`src/rtl/settle_timer.sv`:
```
// ============================================================================
// Module      : settle_timer
// Description : 8-bit loadable down-counter; flags the last cycle of a count.
// Revision    : 1.0 - initial release
// ============================================================================
`default_nettype none

module settle_timer (
    input  logic       clk,
    input  logic       rst_n,
    input  logic       load,
    input  logic       en,
    input  logic [7:0] load_val,
    output logic       expire
);

    logic [7:0] r_cnt;

    always_ff @(posedge clk or negedge rst_n) begin
        if (!rst_n) begin
            r_cnt <= 8'd0;
        end else if (load) begin
            r_cnt <= load_val;
        end else if (en && (r_cnt != 8'd0)) begin
            r_cnt <= r_cnt - 8'd1;
        end
    end

    assign expire = en && (r_cnt == 8'd1);

endmodule

`default_nettype wire

```
`config.mk`:
```
export PLATFORM = sky130hd
export DESIGN_NAME = settle_timer
export DESIGN_NICKNAME = d
export VERILOG_FILES = /design/src/rtl/settle_timer.sv
export SDC_FILE = /design/constraint.sdc
export NUM_CORES = 1
export LEC_CHECK = 0
export BUFFER_PORTS_ARGS = -buffer_cell sky130_fd_sc_hd__buf_2
export CORE_MARGIN = 4
export CORE_UTILIZATION = 35
export DETAILED_ROUTE_END_ITERATION = 7
export SYNTH_ARGS = -nofsm -noshare
export SYNTH_HDL_FRONTEND = slang
export SYNTH_SLANG_ARGS = --single-unit
```
`constraint.sdc`:
```
create_clock -name clk -period 4.4 [get_ports clk]
set_input_delay 0.22 -clock clk [delete_from_list [all_inputs] [get_ports clk]]
set_output_delay 0.22 -clock clk [all_outputs]
set_load 0.1 [all_outputs]
```
# --- Yosys cells after proc, flatten, opt, wreduce, memory -nomap -nowiden ---
# Cells that the tools add are included.
word_totals:
  reg_bits: 8
  inputBits: 12
  out_inout_bits: 1
  elab_cells: 9
op_classes:
  addsub: 1
  n_eq_ne: 1
  mux: 2
  n_reduce_logical: 4
ops:
  columns: ["op", "n"]
  rows:
  - ["two-way mux 8 bit", 2]
  - ["== test 8 x 1 -> 1 bit, second input constant", 1]
  - ["nonzero test 8 bit", 1]
  - ["subtractor 8 x 1 -> 8 bit, second input constant", 1]
  - ["logical AND 1 bit", 2]
  - ["nonzero test 2 bit", 1]

# --- Depth between registers and ports, before layout ---
# Gate-level depths: netlist (run 1).
logic_depth:
  word_depth: 4
  ltp_mapped: 5
  mapped_depth_nobuf: 5

# --- Worst setup path before layout (run 1) ---
# OpenSTA, ideal clock, no wires.
synth_timing:
  path_kind: "flip-flop to output port"
  from: "register r_cnt[3]"
  to: "output expire"
  arrival_time_ns: 1.766
  t_required_ns: 4.180
  setup_slack_ns: 2.414
  path_stages_with_launch: 3
  n_path_buf: 0
  cell_sequence: "dfrtp_1 -> nor4_2 -> and4_1"
synth_via:
  elab_chain_cells: 2
synth_lines:
  columns: ["element", "line", "rtl"]
  rows:
  - ["start, declared", "17", "logic [7:0] r_cnt;"]
  - ["start signal, assigned", "23", "r_cnt <= load_val;"]
  - ["start signal, assigned", "25", "r_cnt <= r_cnt - 8'd1;"]
  - ["== test 8 x 1 -> 1 bit", "29", "assign expire = en && (r_cnt == 8'd1);"]
  - ["logical AND 1 bit", "29", null]
  - ["end, declared", "14", "output logic expire"]
# No other way between the ends.

# --- Worst setup path in the final report (run 1) ---
layout_timing:
  from: "register r_cnt[2]"
  to: "output expire"
# The elaborated chain is that of the path after synthesis.

==> summary.txt, run 1 <==
Floorplan
  • Top-Level Pins: 13
  • Die area: 2410 um^2
  • Starting Density: 0.383
  • Chip height: 49.1 um
  • Die span in x: 49.1 um
  • Num rows: 14
  • Core area: ~1500 um^2

Timing
  • RSZ-0062 raised after global routing: no
  • Final setup fails: 0
  • Tcrit/Tclk final: 0.488
  • Post-layout minimum cycle time: about 2.1 ns
  • Fmax: 466 MHz
  • Final hold vios: 0
  • Measured slew at the worst slew-check pin: 0.540 ns
  • Max_slew headroom: 0.637
  • Worst clock skew: 0.00720 ns
  • Total Neg Setup Slack: 0 ns
  • Hold WS: 0.175 ns
  • Pins Over Slew Limit: 0

Critical path
  • Critical path, cell by cell: nor4_2 > and4_1 > buf_2
  • Startpoint Class: flip-flop
  • Critical path class: reg -> out
  • Buf/Inv on CP: 1
  • CP top delay family: simple AND/OR/NAND/NOR gates
  • Arrival time worst endpoint: just under 2 ns
  • Worst Setup End Kind: primary output
  • Crit-path slowest cell: nor4_2
  • CP Data Required Time: 4.18 ns
  • CP max FO: 8
  • CP peak stage delay: about 0.54 ns

Layout
  • Final net count: a little under 100
  • Commonest non-fill, non-tap cell in the layout: buf_2
  • Layout cell share with drive strength beyond 1: 0.225
  • Util after Layout: 0.450
  • Antenna diodes: 0
  • FILL cells: between 150 and 200
  • Most frequent cells in the layout: buf_2 (12), dfrtp_1 (8), nand2_1 (7)
  • Register Area: 200 um^2
  • Area growth syn-to-layout: 17.6%
  • Post-layout instance count excluding filler cells: 96
  • Max reg flops: 8
  • Top Registers: r_cnt: 8 flops
  • Area of the multi-input gates: 363 um^2
  • Most flop-heavy register: r_cnt

Flow run
  • Maximum capacitance violations: 0

Hold path
  • HP Class: in -> reg

Logic synthesis
  • Mapped Cells: 66
  • Post-synth EDFFs: 0
  • Synth Area per Inst: just under 9 um^2
  • Cell Area, Synth: just under 600 um^2
  • Post-synthesis sequential area ratio: 0.339
  • Synth cell types: 32
  • Synth Register Bits: 8
  • Ys async rst share: 1.00
  • Yosys warns: 0
  • Ys flop type: dfrtp_1
  • Post-Syn Nets: 81

CTS
  • Sink Count: 8
  • Setup bufs post-CTS: 0
  • Num CTS Buffers: 3
  • Root Buffer: clkbuf_4
  • Clk pin slew, worst setup/hold paths: ~0.060 ns
  • Clock tree buffer depth: 2
  • CTS tree: built
  • H-tree depth: 1
  • Worst skew pair latency: about 0.26 ns

Placement
  • Post-DP HPWL: approximately 1.1 mm
  • Inst Count DP: 92
  • Routability cong.: 0.768
  • Port bufs: 12

Power and ir drop
  • Leak Pwr: 0.280 nW
  • Power per cell area: roughly 290 nW/um^2
  • Peak supply drop: 0.122 mV

Route
  • Number of remaining DRC errors: 0
  • Initial DRT Pass Iterations: 4
  • DR iter-0 viols: 10
  • Detailed-route via count: 572
  • Post-DRT Antenna Nets: 0
  • Routed vias/inst: 5.96
  • Post-Route WL: 1.41 mm
  • Per-cell routed wire length: 14.7 um

Global routing
  • First-pass GRT wire length: ~2.5 mm
  • Total congestion overflow: 0
  • Antenna violations before repair: 0
  • GRT Total Usage: 0.131
  • Vias in the first global route: about 530
  • Largest net degree at the start of global routing: 15

Status
  • Outcome: completed
==> through the flow <==
stage,power [mW],instance area (um^2),worst slack (ns)
after floorplan,0.127,591,2.41
after global placement,0.143,662,2.56
after detailed placement,0.143,662,2.53
after CTS,0.205,694,2.25
after global routing,0.218,694,2.08
final,0.200,694,2.25
==> final cells by class <==
class / count / share of cell area
multi-input combinational: 51 / 0.523
sequential: 8 / 0.288
timing repair buffer: 13 / 0.101
clock buffer: 3 / 0.0324
tap: 16 / 0.0288
inverter: 5 / 0.0270
==> per-layer routing <==
metal / vias to the layer above / share of wire / track usage
met5: - / 0 / 0
met4: 0 / 0.0099 / 0.0673
met3: 2 / 0.066 / 0.0550
met2: 17 / 0.43 / 0.176
met1: 265 / 0.50 / 0.176
li1: 288 / - / -
==> Yosys cell counts (2+ instances only) <==
| cell type | number | area (um^2) |
|---|---|---|
| nor3b_1 | 3 | 22.5 |
| nand2_1 | 7 | 26.3 |
| inv_1 | 4 | 15.0 |
| ha_1 | 3 | 37.5 |
| o31ai_1 | 2 | 15.0 |
| nor2_1 | 5 | 18.8 |
| a2111o_1 | 2 | 22.5 |
| o211ai_1 | 4 | 30.0 |
| nor3_1 | 2 | 10.0 |
| a31oi_1 | 3 | 18.8 |
| o311ai_1 | 2 | 17.5 |
| a21oi_1 | 2 | 10.0 |
| dfrtp_1 | 8 | 200 |
==> worst paths after layout <==
kind | startpoint | end | slack, ns | depth (start not counted)
worst max-delay path | r_cnt[2] | expire | 2.25 | 3
worst min-delay path | load_val[1] | r_cnt[1] | 0.17 | 3
worst max register to register | r_cnt[1] | r_cnt[1] | 2.61 | 5
worst min register to register | r_cnt[4] | r_cnt[4] | 0.64 | 2
max in group asynchronous | rst_n | r_cnt[3] | 3.88 | 2
min in group asynchronous | rst_n | r_cnt[5] | 0.34 | 2
==> cell families (layout without fill, tap and decap cells) <==
| kind of cell | count (synthesis) | in the layout | share of synthesized area |
|---|---|---|---|
| fa+ha+maj | 3 | 3 | 0.0636 |
| simple gates | 28 | 28 | 0.290 |
| flops | 8 | 8 | 0.339 |
| compound gates | 20 | 20 | 0.261 |
| buf+inv | 7 | 21 | 0.0466 |
==> worst register-to-register path: stages (launching register included) <==
cell and delay (ns):
dfrtp_1 0.40, inv_1 0.13, ha_1 0.25, nor3b_1 0.41
a21boi_0 0.23, o311ai_1 0.27
==> what timing repair did <==
| item | CTS | global route |
|---|---|---|
| hold buffers | 1 | 0 |
| resized for setup | 0 | 0 |
| hold endpoints to repair | 8 | 0 |
==> power breakdown <==
| part | total (mW) | internal, mW | switching, mW |
|---|---|---|---|
| Clock | 0.0567 | 0.0313 | 0.0255 |
| Combinational | 0.0483 | 0.0218 | 0.0265 |
| Sequential | 0.0954 | 0.0822 | 0.0132 |
Note: power is estimated with default switching activity, not from simulation.
==> run 2: changes to the inputs <==
--- a/config.mk
+++ b/config.mk
@@ -5,6 +5,7 @@
 export SDC_FILE = /design/constraint.sdc
 export NUM_CORES = 1
 export LEC_CHECK = 0
+export ABC_AREA = 1
 export BUFFER_PORTS_ARGS = -buffer_cell sky130_fd_sc_hd__buf_2
 export CORE_MARGIN = 4
 export CORE_UTILIZATION = 35
==> constraint.sdc (replaced) <==
create_clock -name clk -period 1.85 [get_ports clk]
set_input_delay 0.0925 -clock clk [delete_from_list [all_inputs] [get_ports clk]]
set_output_delay 0.0925 -clock clk [all_outputs]
set_load 0.1 [all_outputs]
==> run 2 against run 1 <==
Register-to-register slack lost 2.2 ns; synthesized area grew 7.4%; clock skew shrank 0.0020 ns.
==> summary.txt, run 2 <==
Timing
  • Max_slew headroom: 0.679 (+0.0418)
  • Tcrit/Tclk final: 0.881
  • Total Neg Setup Slack: 0 ns (unchanged)
  • Hold WS: 0.0389 ns (-0.136 ns)
  • Final setup fails: 0 (unchanged)
  • Final hold vios: 0 (unchanged)
  • Pins Over Slew Limit: 0 (unchanged)
  • RSZ-0062 raised after global routing: no
  • Measured slew at the worst slew-check pin: 0.485 ns (-0.0549 ns)
  • Fmax: ~610 MHz
  • Post-layout minimum cycle time: about 1.6 ns
  • Worst clock skew: 0.00517 ns (-0.00203 ns)

Critical path
  • Crit-path slowest cell: buf_2
  • Buf/Inv on CP: 2 (+1)
  • CP top delay family: buffers and inverters
  • Critical path, cell by cell: inv_1 > ha_1 > nand3_1 > nor2_2 > buf_2
  • Crit path launch: r_cnt[1]
  • CP max FO: 4 (-4)
  • CP Data Required Time: 1.76 ns (-2.42 ns)
  • Worst path depth: 5 (+2)
  • Reg2Reg Depth: 7 (+2)
  • Worst R2R End: r_cnt[0]
  • Critical path class: reg -> out
  • Reg-to-reg slack, setup: 0.37 ns (-2.24 ns)
  • Startpoint Class: flip-flop
  • CP endpoint: expire
  • Worst Setup End Kind: primary output
  • Arrival time worst endpoint: 1.54 ns (-0.39 ns)
  • CP peak stage delay: 0.42 ns (-0.12 ns)
  • R2r startpoint: r_cnt[0]

CTS
  • Clk pin slew, worst setup/hold paths: 0.06 ns (about the same)
  • CTS tree: built
  • H-tree depth: 1 (unchanged)
  • Clock tree buffer depth: 2 (unchanged)
  • Sink Count: 8 (unchanged)
  • Num CTS Buffers: 3 (unchanged)
  • Root Buffer: clkbuf_4
  • Worst skew pair latency: 0.26 ns (about the same)

Floorplan
  • Core area: 1730 um^2 (+12%)
  • Num rows: 15 (+1)
  • Die area: 2560 um^2 (+6.2%)
  • Die span in x: 50.6 um (+3.0%)
  • Starting Density: 0.367 (-0.0157)
  • Top-Level Pins: 13 (unchanged)
  • Chip height: 50.6 um (+3.0%)

Power and ir drop
  • Overall Power: 593 uW (+200%)
  • Power per cell area: 793 nW/um^2 (+170%)
  • Leak Pwr: 0.395 nW (+41%)
  • Peak supply drop: 0.270 mV (+120%)

Placement
  • Routability cong.: 0.784 (+2.0%)
  • Port bufs: 12 (unchanged)
  • Post-DP HPWL: 1.08 mm (+1.3%)

Layout
  • Final net count: 122 (+26%)
  • Antenna diodes: 0 (unchanged)
  • Commonest non-fill, non-tap cell in the layout: nand2_1
  • Most flop-heavy register: r_cnt
  • Most frequent cells in the layout: nand2_1 (33), nand3_1 (13), buf_2 (12)
  • Top Registers: r_cnt: 8 flops
  • Area growth syn-to-layout: 17.9%
  • Max reg flops: 8 (unchanged)
  • Layout cell share with drive strength beyond 1: 0.238 (+0.0131)
  • FILL cells: 204 (+27%)

Route
  • Post-DRT Antenna Nets: 0 (unchanged)
  • Number of remaining DRC errors: 0 (unchanged)
  • Routed vias/inst: 4.81 (-19%)
  • Detailed-route via count: 625 (+9.3%)
  • DR iter-0 viols: 10 (unchanged)
  • Initial DRT Pass Iterations: 4 (unchanged)
  • Per-cell routed wire length: 11.0 um (-25%)
  • Post-Route WL: 1.44 mm (+1.6%)

Flow run
  • Maximum capacitance violations: 0 (unchanged)

Status
  • Outcome: completed

Hold path
  • HP Class: in -> reg
  • Hold Startpoint: load_val[6]

Global routing
  • First-pass GRT wire length: 2.37 mm (-3.7%)
  • Vias in the first global route: 540 (+2.7%)
  • GRT Total Usage: 0.129 (-0.00286)
  • Largest net degree at the start of global routing: 14 (-1)
  • Total congestion overflow: 0 (unchanged)
  • Antenna violations before repair: 0 (unchanged)

Logic synthesis
  • Ys async rst share: 1.00 (unchanged)
  • Post-Syn Nets: 105 (+30%)
  • Largest area contributor in the netlist: dfrtp_1
  • Synth cell types: 17 (-47%)
  • Synth top cells by count: nand2_1 (33), nand3_1 (13), inv_1 (9), dfrtp_1 (8), nor2_1 (6)
  • Post-synth top area share: 0.316 (-0.0234)
  • Yosys warns: 0 (unchanged)
  • Ys flop type: dfrtp_1
  • Synth top area cells: dfrtp_1 (32%), nand2_1 (20%), nand3_1 (10%), ha_1 (5.9%), o21ai_2 (5.5%)
  • Post-synth EDFFs: 0 (unchanged)
  • Synth Area per Inst: 7.05 um^2 (-21%)
  • Count leader, synth: nand2_1
  • Post-synthesis sequential area ratio: 0.316 (-0.0234)
  • Synth Register Bits: 8 (unchanged)
  • Mapped Cells: 90 (+36%)
  • Cell Area, Synth: 634 um^2 (+7.4%)
## run 2: worst min path at each step
stage	to	depth (start not counted)
2_1_floorplan	r_cnt[0]	0
3_3_place_gp	r_cnt[6]	1
3_5_place_dp	r_cnt[7]	1
4_1_cts	r_cnt[6]	3
5_1_grt	r_cnt[6]	3
6_report	r_cnt[6]	3
## run 2: what timing repair did
action                    CTS  global route
gates resized for setup     0             0
buffers inserted            0             0
hold buffers                1             0
hold endpoints to repair    8             0
## run 2: stage by stage
stage / area (um^2) / std cells / setup slack, ns / utilization
2_1_floorplan: 637 / 90 / 0.266 / -
3_3_place_gp: 716 / 126 / 0.448 / 0.414
3_5_place_dp: 716 / 126 / 0.383 / 0.414
4_1_cts: 748 / 130 / 0.203 / 0.433
5_1_grt: 748 / 130 / 0.0985 / 0.433
6_report: 748 / 130 / 0.220 / 0.433
## run 2: routing by layer
layer	track usage	routed length, um	share of wire
met5	0	0	0
met4	0.0942	45	0.031
met3	0.0415	82	0.057
met2	0.174	617	0.43
met1	0.168	690	0.48
## run 2: power by group
group / total (mW) / internal [mW] / switching, mW
Combinational: 0.219 / 0.0812 / 0.138
Clock: 0.140 / 0.0746 / 0.0655
Sequential: 0.234 / 0.203 / 0.0310
## run 2: layout make-up
class                      count  area [um^2]  area share
sequential                     8          200       0.268
clock buffer                   3         22.5      0.0301
tap                           25         31.3      0.0418
inverter                       9         33.8      0.0452
timing repair buffer          13         70.1      0.0936
multi-input combinational     72          390       0.522
## run 2: kinds of logic after synthesis
family | synth area share
compound gates | 0.112
xor+xnor | 0.0138
fa+ha+maj | 0.0592
buf+inv | 0.0730
flops | 0.316
simple gates | 0.426
## run 2: worst register-to-register path, cell delays in order, from the launching register on
cell and delay (ns):
dfrtp_1 0.39, inv_1 0.17, ha_1 0.23, nand2_4 0.07
o21ai_4 0.23, nand2_4 0.13, nand2_1 0.10, o21ai_2 0.05
